`src/rtl/cpu_types_pkg.sv`:
```
// Shared CPU types: machine word, fetch FSM states and the halt encoding.
package cpu_types_pkg;

    typedef logic [31:0] word_t;

    typedef enum logic [1:0] {
        FETCH  = 2'd0,
        HOLD   = 2'd1,
        HALTED = 2'd2
    } fetch_state_t;

    localparam word_t HALT_INSTR = 32'hFFFF_FFFF;

endpackage

```
`src/rtl/fetch_skid_buf.sv`:
```
// One-entry buffer for an instruction (and its PC+4) that returned while the pipe was stalled.
module fetch_skid_buf
    import cpu_types_pkg::*;
(
    input  logic  i_clk,
    input  logic  i_rst,
    input  logic  i_load,
    input  logic  i_clear,
    input  word_t i_instr,
    input  word_t i_npc,
    output logic  o_valid,
    output word_t o_instr,
    output word_t o_npc
);

    logic  r_valid;
    word_t r_instr;
    word_t r_npc;

    always_ff @(posedge i_clk or posedge i_rst) begin
        if (i_rst) begin
            r_valid <= 1'b0;
            r_instr <= '0;
            r_npc   <= '0;
        end else if (i_clear) begin
            r_valid <= 1'b0;
        end else if (i_load) begin
            r_valid <= 1'b1;
            r_instr <= i_instr;
            r_npc   <= i_npc;
        end
    end

    assign o_valid = r_valid;
    assign o_instr = r_instr;
    assign o_npc   = r_npc;

endmodule

```
`src/rtl/fetch_stage.sv`:
```
// Instruction-fetch stage: PC register, fetch FSM and IF/ID write muxing.
module fetch_stage
    import cpu_types_pkg::*;
#(
    parameter word_t PC_INIT    = 32'h0000_0000,
    parameter word_t HALT_INSTR = cpu_types_pkg::HALT_INSTR
) (
    input  logic  CLK,
    input  logic  RST,
    input  logic  ihit,
    input  word_t imemload,
    output logic  imemREN,
    output word_t imemaddr,
    input  logic  stall,
    input  logic  redirect_valid,
    input  word_t redirect_addr,
    output logic  ifid_WEN,
    output logic  ifid_flush,
    output word_t ifid_instruction,
    output word_t ifid_next_address,
    output logic  halted
);

    word_t        r_pc;
    fetch_state_t r_state;

    word_t        w_pc_d;
    fetch_state_t w_state_d;
    word_t        w_pc_plus4;
    logic         w_skid_load;
    logic         w_skid_clear;
    logic         w_skid_valid;
    word_t        w_skid_instr;
    word_t        w_skid_npc;

    assign w_pc_plus4 = r_pc + 32'd4;
    assign imemaddr   = r_pc;

    fetch_skid_buf u_skid (
        .i_clk   (CLK),
        .i_rst   (RST),
        .i_load  (w_skid_load),
        .i_clear (w_skid_clear),
        .i_instr (imemload),
        .i_npc   (w_pc_plus4),
        .o_valid (w_skid_valid),
        .o_instr (w_skid_instr),
        .o_npc   (w_skid_npc)
    );

    always_comb begin
        w_pc_d            = r_pc;
        w_state_d         = r_state;
        w_skid_load       = 1'b0;
        w_skid_clear      = 1'b0;
        imemREN           = (r_state == FETCH);
        ifid_WEN          = 1'b0;
        ifid_flush        = 1'b0;
        ifid_instruction  = '0;
        ifid_next_address = '0;
        halted            = (r_state == HALTED);

        if (redirect_valid) begin
            // Any same-cycle ihit or stall is dropped; the target is word-aligned.
            w_pc_d       = redirect_addr & ~32'h3;
            w_state_d    = FETCH;
            w_skid_clear = 1'b1;
            ifid_flush   = 1'b1;
        end else begin
            case (r_state)
                FETCH: begin
                    if (ihit && stall) begin
                        w_skid_load = 1'b1;
                        w_pc_d      = w_pc_plus4;
                        w_state_d   = HOLD;
                    end else if (ihit) begin
                        ifid_WEN          = 1'b1;
                        ifid_instruction  = imemload;
                        ifid_next_address = w_pc_plus4;
                        if (imemload == HALT_INSTR) begin
                            w_state_d = HALTED;
                        end else begin
                            w_pc_d = w_pc_plus4;
                        end
                    end
                end
                HOLD: begin
                    if (!stall && w_skid_valid) begin
                        ifid_WEN          = 1'b1;
                        ifid_instruction  = w_skid_instr;
                        ifid_next_address = w_skid_npc;
                        w_skid_clear      = 1'b1;
                        w_state_d         = (w_skid_instr == HALT_INSTR) ? HALTED : FETCH;
                    end
                end
                HALTED: begin
                end
                default: begin
                    w_state_d = FETCH;
                end
            endcase
        end

        // Held in reset: every output sits at its reset value regardless of inputs.
        if (RST) begin
            imemREN           = 1'b0;
            ifid_WEN          = 1'b0;
            ifid_flush        = 1'b0;
            ifid_instruction  = '0;
            ifid_next_address = '0;
            halted            = 1'b0;
        end
    end

    always_ff @(posedge CLK or posedge RST) begin
        if (RST) begin
            r_pc    <= PC_INIT;
            r_state <= FETCH;
        end else begin
            r_pc    <= w_pc_d;
            r_state <= w_state_d;
        end
    end

endmodule
```
`config.mk`:
```
export PLATFORM = sky130hd
export DESIGN_NAME = fetch_stage
export DESIGN_NICKNAME = d
export VERILOG_FILES = /design/src/rtl/cpu_types_pkg.sv /design/src/rtl/fetch_skid_buf.sv /design/src/rtl/fetch_stage.sv
export SDC_FILE = /design/constraint.sdc
export NUM_CORES = 1
export LEC_CHECK = 0
export CORE_ASPECT_RATIO = 1.75
export CORE_MARGIN = 4
export CORE_UTILIZATION = 43
export DETAILED_ROUTE_END_ITERATION = 8
export GPL_TIMING_DRIVEN = 0
export PLACE_DENSITY = 0.77
export SYNTH_ARGS = -nofsm -noshare
export SYNTH_HDL_FRONTEND = slang
export SYNTH_SLANG_ARGS = --single-unit
export TNS_END_PERCENT = 20
```
`constraint.sdc`:
```
create_clock -name CLK -period 3.2 [get_ports CLK]
set_input_delay 0.64 -clock CLK [delete_from_list [all_inputs] [get_ports CLK]]
set_output_delay 0.64 -clock CLK [all_outputs]
set_load 0.05 [all_outputs]
```
Word-level counts from Yosys, hierarchy flattened:

Index checks and enable logic that the tools add are counted.

* register bits after elaboration: 99
* latch bits: 0
* bits in writable memories: 0
* ROM bits: 0
* bits of input ports: 69
* output and inout port bits: 100
* word-level logic and storage cells: 67
* memories kept: 0

* add/subtract/negate cells: 1
* multipliers: 0
* divide/modulo/power cells: 0
* magnitude comparators: 0
* eq/ne operators: 9
* shift operators: 0
* mux-type cells: 41
* bitwise logic cells: 1
* reduce and logical (&&, ||, !) cells: 10

Operators by type and width (number)
* $mux W32: 15
* $pmux W32 S2: 2
* $eq A32 B32 Y1 const B: 2
* $add A32 B3 Y32 const B: 1
* $mux W1: 16
* $mux W2: 6
* $ne A3 B3 Y1 const B: 2
* $pmux W2 S3: 1
* $ne A4 B2 Y1 const B: 1
* $ne A4 B3 Y1 const B: 1
* $reduce_and A4 Y1: 1
* $reduce_bool A2 Y1: 2
* $reduce_and A3 Y1: 1
* $reduce_bool A3 Y1: 1
* $eq A2 B1 Y1 const B: 1
* $eq A2 B2 Y1 const B: 1
* $logic_and A1 B1 Y1: 2
* $logic_not A2 Y1: 1
* $ne A2 B2 Y1 const B: 1
* $pmux W1 S2: 1
* $reduce_and A2 Y1: 1
* $logic_not A1 Y1: 1
* $not A1 Y1: 1

Logic depth before layout (Yosys ltp):

* word-level depth: 7
* depth in mapped cells: 9
* depth with buffers taken out: 6

By module:

A second synthesis with hierarchy kept.

* cell total of the unflattened synthesis: 581
* area total of the unflattened synthesis: 6099.6 sq um

By module, submodules not included
* fetch_stage: instances 1, cells an instance 441, area each 3362.0 sq um, seq. area each 800.8 sq um
* fetch_skid_buf: instances 1, cells an instance 140, area each 2737.6 sq um, seq. area each 1626.6 sq um

Worst setup path before layout:

OpenSTA, ideal clock, no wires.

* path type: register to output
* start point: reg r_pc[2], in the netlist imemaddr[2]
* end point: out ifid_next_address[18]
* data arrival time: 3.157 ns
* data required time: 2.560 ns
* setup slack: -0.597 ns
* stages on the path, launching flop included: 7
* buffers on the path: 0
* cell sequence: dfrtp_1 -> ha_1 -> nand3_1 -> nor4_1 -> nand3_1 -> xor2_1 -> o21ai_0

* longest elaborated chain between the ends: 6

RTL lines
* from (decl): line fetch_stage.sv:24 `word_t r_pc;`
* from (signal assigned): line fetch_stage.sv:120 `r_pc <= w_pc_d;`
* $add A32 B3 Y32: line fetch_stage.sv:36 `assign w_pc_plus4 = r_pc + 32'd4;`
* $mux W32: line fetch_stage.sv:76 `end else if (ihit) begin`
* $mux W32: line fetch_stage.sv:72 `if (ihit && stall) begin`
* $pmux W32 S2: line fetch_stage.sv:70 `case (r_state)`
* $mux W32: line fetch_stage.sv:63 `if (redirect_valid) begin`
* $mux W32: line fetch_stage.sv:105 `if (RST) begin`
* to (decl): line fetch_stage.sv:20 `output word_t ifid_next_address,`

Every way passes these cells.

Worst setup path in the final report:

* start point: in ihit
* end point: out ifid_instruction[17]

* longest elaborated chain between the ends: 5
* elaborated cells on any way between the ends: 6
* those cells by class: mux: 5; reduce/logical: 1

RTL lines
* from (decl): line fetch_stage.sv:10 `input logic ihit,`
* $mux W32 / $logic_and A1 B1 Y1 (equally long branches): line fetch_stage.sv:76, fetch_stage.sv:72
* $mux W32 *: line fetch_stage.sv:72
* $pmux W32 S2 *: line fetch_stage.sv:70
* $mux W32 *: line fetch_stage.sv:63
* $mux W32 *: line fetch_stage.sv:105
* to (decl): line fetch_stage.sv:19 `output word_t ifid_instruction,`

Every way passes the cells marked *; elsewhere a longest branch is shown, timed or not.

==> results_dict.tcl <==
set metrics [dict create \
    worst_ep_required_time_ns 2.56 \
    synth_area_leaders "dfrtp_1 (42%), nand2_1 (13%), a22oi_1 (6.0%), o21ai_0 (5.5%), nor2_1 (4.8%)" \
    drv_slew 0 \
    cts.clk_slew.worst_paths_ns 0.07 \
    clock_latency_ns 0.35 \
    io_pins 169 \
    crit_fanout 10 \
    outcome "complete, no violations" \
    tightest_slew_ns 0.9052 \
    grt_pass1_vias 5994 \
    synth-seq-cells 95 \
    grt_overflow 0 \
    dpl_cell_area_um2 7470 \
    place_congestion 0.9117 \
    vias_per_cell 5.667 \
    yosys-top-cells-count "nand2_1 (188), dfrtp_1 (95), nor2_1 (71)" \
    grt_use_total_pct 26.34 \
    cpMaxStageDelayCell "clkdlybuf4s50_1" \
    ys.flop_type "dfrtp_1" \
    end_kind "output pin" \
    crit_arrival_ns 2.52 \
    drt_iter0_markers 334 \
    finalInstanceArea_um2 7776 \
    rows 54 \
    clk_path_buf_depth 2 \
    coreArea_um2 12630 \
    syn_area_per_cell_um2 7.916 \
    area_growth_pct 38.94 \
    drt_wl_total_mm 19.89 \
    antenna_found_initial 0 \
    syn_inst 707 \
    ys_types 55 \
    ant_nets 0 \
    setup_slack_ns 0.04464 \
    drt-pass1-iter-count 6 \
    slowest_delay_ns 0.53 \
    cap_violations 0 \
    synth_top_cell_by_area "dfrtp_1" \
    yosys_warnings 0 \
    yosysSeqAreaShare_pct 42.48 \
    ys_async_sr_fraction_pct 100.0 \
    grt_max_degree 61 \
    cts_sinks 95 \
    power.density_nw_per_um2 593.9 \
    antenna_cells 0 \
    dp_hpwl_mm 14.96 \
    slew_headroom_pct 39.37 \
    yosysMostFrequentCell "nand2_1" \
    rsz0062_at_grt "true" \
    drive_gt1_share_pct 15.52 \
    synth_area_um2 5597 \
    initial_utilization_pct 44.30 \
    fmax_mhz 316.9 \
    final-setup-viol-count 0 \
    nets 954 \
    port_buffers 162 \
    dieArea_um2 14980 \
    numCtsBuffers 9 \
    finClkSkew_ns 0.007549 \
    cp-start-kind "input port" \
    hold_viol 0 \
    fin_crit_sh_pct 98.60 \
    cp_top_family "buffers and inverters" \
    vdd_ir_drop_max_mv 0.4036 \
    vias 5990 \
    worstSetupPathType "input port to output pin" \
    avgRoutedWirePerCell_um 18.82 \
    min_period_ns 3.155 \
    die_h_um 158.9 \
    netlist.area_leader.share_pct 42.48 \
    path_buf_inv 3 \
    die_w_um 94.24 \
    dp_slack_ns -1.151 \
    worstPathCellList "clkdlybuf4s50_1, nand2_1, nor2_4, buf_2, a22oi_1, nor2_1, clkdlybuf4s18_2" \
    root_buffer "clkbuf_16" \
    htreeDepth 3 \
    cts_tree "done" \
    drc_errors 0 \
    min_path_type "flip-flop to flip-flop" \
    grt_pass1_wl_mm 30.98 \
    synth-edff-count 0 \
    leakage_nw 3.317 \
]
## cell type report
class                           instances  area, µm²
Multi-Input combinational cell        554       3020
Buffer                                 51      284.0
Timing Repair Buffer                  166       1553
Clock inverter                          4      53.80
Tap cell                              168      210.2
Clock buffer                           12      246.5
Inverter                                7      30.03
Sequential cell                        95       2379
Fill cell                            1167       4858
## flip-flops by register name, indices dropped and copies added, names as in the netlist
name            count
r_state             2
u_skid.o_npc       30
u_skid.o_valid      1
u_skid.o_instr     32
imemaddr           30
## cell families after synthesis
logic type | count (synthesis) | synth area share [%]
AO/OA/AOI/OAI | 144 | 16.14
multiplexers | 1 | 0.1789
XOR/XNOR | 33 | 5.164
flip-flops | 95 | 42.48
other | 1 | 0.06700
adder cells (fa/ha/maj) | 1 | 0.2235
AND/OR/NAND/NOR | 371 | 30.56
buffers and inverters | 61 | 5.187
## metrics by stage
stage               std cells  hold WS, ns  utilization [%]  TNS [ns]  total power, mW
floorplan                 710       0.4461                -    -4.235            2.917
global placement         1040       0.4579            58.88   -201.03            3.452
detailed placement       1041       0.4667            59.12    -51.68            3.501
CTS                      1059       0.4829            62.56         0            4.619
global route             1057       0.5007            61.55   -0.1016            4.878
finish                   1057       0.4794            61.55         0            4.618
## path summary, 6_finish.rpt
check,end,depth (start not counted),slack [ns],startpoint
setup / recovery,ifid_instruction[17],7,0.04,ihit
hold / removal,u_skid.o_npc[4],2,0.48,u_skid.o_npc[4]
setup reg to reg,imemaddr[25],7,0.88,imemaddr[11]
hold reg to reg,u_skid.o_npc[4],2,0.48,u_skid.o_npc[4]
max in group asynchronous,imemaddr[2],3,1.97,RST
min in group asynchronous,u_skid.o_instr[23],2,0.54,RST
## timing repair
item                       CTS  global route
hold buffers                 0             0
pin swaps                    4             2
resized for setup          297            49
setup endpoints to repair   64            48
setup buffers                3             0
## placed cells by master, fill, tap and decap left out, drive strengths merged, types with 2 or more instances in the layout
cell type and count:
dlygate4sd2 5, a31oi 22, dfrtp 95, clkinv 2
nand4 29, buf 56, o21ai 62, clkdlybuf4s15 16
and2 4, nand2 189, clkdlybuf4s18 7, a21oi 3
xnor2 16, inv 6, or3 19, xor2 17
nor4 8, and3 7, and4 6, nor2b 5
a211o 2, nor2 71, clkdlybuf4s50 96, or4 2
conb 4, o31ai 2, a22oi 45, clkinvlp 2
nand3 23, clkbuf 49, nor3 4
## worst min-delay path: stages, from the launching register on
cell     delay [ns]
dfrtp_1        0.34
nand2_1        0.05
nand2_1        0.06
## report_power, final
part           leakage [nW]  switching (mW)  internal, mW
Combinational          2.03           0.968         0.541
Clock                 0.139           0.476         0.631
Sequential             1.15           0.369          1.63
Total                  3.32            1.81          2.81
## per-layer routing
metal | routed length (µm) | global-route usage (%) | part of all wire (%) | up-vias
met2 | 10790 | 48.45 | 54 | 265
li1 | - | - | - | 2808
met4 | 768 | 11.97 | 3.9 | 0
met1 | 7268 | 29.16 | 37 | 2871
met5 | 0 | 0 | 0 | -
met3 | 1064 | 3.551 | 5.3 | 46
(Power assumes the default switching activity.)
